--- config.mk ---
export PLATFORM = sky130hd
export DESIGN_NAME = mem_port_arbiter
export DESIGN_NICKNAME = d
export VERILOG_FILES = /design/src/rtl/mem_port_arbiter.sv
export SDC_FILE = /design/constraint.sdc
export NUM_CORES = 1
export LEC_CHECK = 0
export BUFFER_PORTS_ARGS = -buffer_cell sky130_fd_sc_hd__buf_4
export CAP_MARGIN = 10
export CORE_AREA = 2 2 205 207
export DETAILED_ROUTE_END_ITERATION = 8
export DIE_AREA = 0 0 207 209
export SYNTH_ARGS = -nofsm -noshare
export SYNTH_HDL_FRONTEND = slang
export SYNTH_SLANG_ARGS = --single-unit
export TNS_END_PERCENT = 5
--- constraint.sdc ---
create_clock -name clock -period 4.6 [get_ports clock]
set_clock_uncertainty 0.1 [all_clocks]
set_input_delay 0.69 -clock clock [delete_from_list [all_inputs] [get_ports clock]]
set_output_delay 0.69 -clock clock [all_outputs]
set_load 0.005 [all_outputs]
--- src/rtl/mem_port_arbiter.sv ---
// Shares one fixed-latency synchronous memory port between instruction fetch and load/store access.
// Optional MEM_ARB_RR_EN: round-robin tie resolution instead of fixed data-over-fetch priority.
module mem_port_arbiter #(
    parameter int ADDR_W  = 64,
    parameter int DATA_W  = 64,
    parameter int MEM_LAT = 2
) (
    input  logic              clock,
    input  logic              reset,
    input  logic              if_req,
    input  logic [ADDR_W-1:0] if_addr,
    output logic              if_done,
    output logic [DATA_W-1:0] if_rdata,
    input  logic              d_req,
    input  logic              d_we,
    input  logic [ADDR_W-1:0] d_addr,
    input  logic [DATA_W-1:0] d_wdata,
    output logic              d_done,
    output logic [DATA_W-1:0] d_rdata,
    output logic [ADDR_W-1:0] mem_addr,
    output logic [DATA_W-1:0] mem_wdata,
    output logic              mem_rd,
    output logic              mem_wr,
    input  logic [DATA_W-1:0] mem_rdata,
    output logic              busy,
    output logic              owner
);

    localparam logic [1:0] IDLE  = 2'd0;
    localparam logic [1:0] ISSUE = 2'd1;
    localparam logic [1:0] WAIT  = 2'd2;
    localparam logic [1:0] DONE  = 2'd3;

    localparam logic [3:0] LAT_CNT = 4'(MEM_LAT);

    generate
        if (MEM_LAT < 1 || MEM_LAT > 15) begin : g_lat_check
            $error("mem_port_arbiter: MEM_LAT must be in 1..15");
        end
    endgenerate

    logic [1:0]        state_reg;
    logic [3:0]        cnt_reg;
    logic              we_reg;
    logic              owner_reg;
    logic [ADDR_W-1:0] mem_addr_reg;
    logic [DATA_W-1:0] mem_wdata_reg;
    logic              mem_rd_reg;
    logic              mem_wr_reg;
    logic              if_done_reg;
    logic              d_done_reg;
    logic [DATA_W-1:0] if_rdata_reg;
    logic [DATA_W-1:0] d_rdata_reg;
    logic              grant_data;

`ifdef MEM_ARB_RR_EN
    // 1 when the data port was served last; a tie goes to the other port
    logic last_data_reg;

    always_comb begin
        grant_data = d_req && (!if_req || !last_data_reg);
    end
`else
    always_comb begin
        grant_data = d_req;
    end
`endif

    always_ff @(posedge clock or negedge reset) begin
        if (!reset) begin
            state_reg     <= IDLE;
            cnt_reg       <= 4'd0;
            we_reg        <= 1'b0;
            owner_reg     <= 1'b0;
            mem_addr_reg  <= '0;
            mem_wdata_reg <= '0;
            mem_rd_reg    <= 1'b0;
            mem_wr_reg    <= 1'b0;
            if_done_reg   <= 1'b0;
            d_done_reg    <= 1'b0;
            if_rdata_reg  <= '0;
            d_rdata_reg   <= '0;
`ifdef MEM_ARB_RR_EN
            last_data_reg <= 1'b0;
`endif
        end else begin
            // Strobes and done pulses are single-cycle unless re-armed below
            mem_rd_reg  <= 1'b0;
            mem_wr_reg  <= 1'b0;
            if_done_reg <= 1'b0;
            d_done_reg  <= 1'b0;
            case (state_reg)
                IDLE: begin
                    if (if_req || d_req) begin
                        owner_reg    <= grant_data;
                        we_reg       <= grant_data && d_we;
                        mem_addr_reg <= grant_data ? d_addr : if_addr;
                        if (grant_data) begin
                            mem_wdata_reg <= d_wdata;
                        end
                        mem_rd_reg   <= !(grant_data && d_we);
                        mem_wr_reg   <= grant_data && d_we;
                        state_reg    <= ISSUE;
                    end
                end
                ISSUE: begin
                    if (we_reg) begin
                        d_done_reg <= 1'b1;
                        state_reg  <= DONE;
                    end else begin
                        cnt_reg   <= LAT_CNT;
                        state_reg <= WAIT;
                    end
                end
                WAIT: begin
                    cnt_reg <= cnt_reg - 4'd1;
                    // Count of 1 marks the cycle in which mem_rdata is valid
                    if (cnt_reg == 4'd1) begin
                        if (owner_reg) begin
                            d_rdata_reg <= mem_rdata;
                            d_done_reg  <= 1'b1;
                        end else begin
                            if_rdata_reg <= mem_rdata;
                            if_done_reg  <= 1'b1;
                        end
                        state_reg <= DONE;
                    end
                end
                DONE: begin
`ifdef MEM_ARB_RR_EN
                    last_data_reg <= owner_reg;
`endif
                    state_reg <= IDLE;
                end
                default: state_reg <= IDLE;
            endcase
        end
    end

    assign if_done   = if_done_reg;
    assign if_rdata  = if_rdata_reg;
    assign d_done    = d_done_reg;
    assign d_rdata   = d_rdata_reg;
    assign mem_addr  = mem_addr_reg;
    assign mem_wdata = mem_wdata_reg;
    assign mem_rd    = mem_rd_reg;
    assign mem_wr    = mem_wr_reg;
    assign busy      = (state_reg != IDLE);
    assign owner     = owner_reg;

endmodule

==> results.ini <==
[run_status]
status=completed

[floorplan]
die_width_um=207
core_region_area_mm2=0.04129
dieArea_mm2=0.04326
num_rows=75
ios=523
die_h_um=209
initial_core_util_pct=25.73

[global_routing]
antenna_found_initial=0
first_global_vias=8282
grt_busiest_layer=met2
groute.usage.overall_pct=13.68
use_met1_pct=16.67
grt_pass1_wl_um=47310
grt_max_degree=107
grt_use_met3_pct=4.178
overflow=0
use_met2_pct=23.32

[setup_path]
cp_top_family=simple AND/OR/NAND/NOR gates
crit_type=reg2reg
crit_chain=inv_1, ha_1, or3b_1, nor3b_4, buf_12, mux2_1
crit_slowest_cell=nor3b_4
endpoint_kind=flip-flop
start_kind=flip-flop
arrival_ns=3.21
required_ns=4.92
critPathMaxStageDelay_ns=0.79
path_max_fanout=50
cp_num_buf_inv=2

[logic_synthesis]
synth_top_family_by_area=multiplexers
yosysWarnings=0
synthMuxAreaShare_pct=26.70
synth_seq_cells=268
yosysTopAreaCell=dfrtp_1
ys_seq_area_share_pct=63.12
synthSimpleGateAreaFrac_pct=2.991
async_flop_share_pct=100.0
synth_top_area_share_pct=63.12
synth_edf_count=0
synth_cells=737
synth_commonest_cells=dfrtp_1 (268), mux2_2 (146), nand2_1 (68)
synth.most_common_cell=dfrtp_1
yosys.area_share.xor_xnor_pct=0
yosys.area_share.adder_pct=0.5888
synth_ff_type=dfrtp_1
ys_types=29
postSynthAreaPerCell_um2=14.42
syn_nets=1003
synth.top_cells.by_area=dfrtp_1 (63%), mux2_2 (15%), mux2i_1 (6.0%)
synth_compound_area_share_pct=3.992
syn_area_mm2=0.01063

[cells_and_area]
insertedDiodeCount=0
drive_gt1_share_pct=57.09
utilization_pct=39.08
fin_area_mm2=0.01614
syn2layout_area_growth_pct=51.86
fill_cells=3954
fin_cells=1816
final_nets=1521

[timing]
tightest_slew_ns=1.008
post-route-period-util_pct=62.83
max_slew_margin_pct=32.57
final.setup.tns_ns=0
fin_ws_ns=1.710
fmax_mhz=346.0
report.final.slew_viol_count=0
rsz0062_at_grt=false
hold_violations=0
holdWs_ns=0.02261
setup_violations=0
period_minus_slack_ns=2.890

[clock_network]
clockRootBuffer=clkbuf_16
hold_buffers=0
htreeDepth=1
cts_setup_buffers=0
clk_pin_slew_ns=0.06
insertion_delay_ns=0.56
cts_inserted_buffers=31
cts_tree=built
cts_sinks=268
post_cts_resize_count=0
cts_max_path_buffers=3

[route]
wl_per_cell_um=16.78
wl_um=30480
viasPerCell=4.244
drc=0
vias=7708
drtAntennaViolNets=0
drt_iter0_drc=250
firstDrtPassIters=4

[place]
io_buffers=522
hpwlAfterDp_um=23190
dp_cells=1761
post_dp_cell_area_mm2=0.01509
gp_congestion=0.7825
pre_cts_ws_ns=1.680

[power_and_ir_drop]
total_power_mw=10.10
power_density_mw_per_mm2=626.1
power.leakage_nw=8.112
vdd_drop_max_mv=0.3735

[worst_hold_path]
hp-class=in2async

[flow_run]
max-cap-violations=0

[final cells by class]
cell class / instances / area (um2) / area share, %
clock buffers: 47 / 945.9 / 5.862
clock inverters: 8 / 100.1 / 0.6203
inverters: 5 / 18.77 / 0.1163
multi-input cells: 420 / 3661 / 22.69
flip-flops and latches: 268 / 6706 / 41.56
well taps: 539 / 674.4 / 4.180
repair buffers: 529 / 4029 / 24.97
[cell usage in the layout (no fill, tap or decap), types with 2 or more instances in the layout]
cell type and instances:
buf_12 4, nor2_1 2, a22o_1 2, clkbuf_1 5, ha_1 5, mux2_1 49, buf_4 524, inv_1 5
a21oi_1 3, nand2_1 67, clkbuf_8 11, dfrtp_1 268, clkinv_2 3, mux2_2 146, clkbuf_16 31, o21ai_0 65
bufinv_16 2, mux2i_1 64, nand3_1 2
[path summary, 6_finish.rpt]
path,startpoint,to,slack [ns],cells after the start
hold reg to reg,mem_addr[23],mem_addr[23],0.38,2
min in group clock,mem_rdata[49],if_rdata[49],0.25,2
setup / recovery,cnt_reg[1],if_rdata[31],1.71,6
max in group asynchronous,reset,mem_wdata[12],3.32,2
setup reg to reg,cnt_reg[1],if_rdata[31],1.71,6
hold / removal,reset,if_rdata[46],0.02,1
[power breakdown]
part           total, mW  switching, mW  internal (mW)
registers           4.03          0.592           3.43
logic               3.60           1.40           2.20
clock network       2.47          0.957           1.52
[per-layer routing]
metal  wire length (um)  part of all wire [%]
met5                  0                     0
met4                641                   2.1
met3               2438                   8.0
met2              15090                    50
met1              12300                    40
[kinds of logic after synthesis]
| group | after synthesis |
|---|---|
| and+or+nand+nor | 78 |
| buffers and inverters | 49 |
| DFF | 268 |
| adders and majority gates | 5 |
| muxes | 259 |
| AOI/OAI and AO/OA | 78 |
Note: power is estimated with default switching activity, not from simulation.
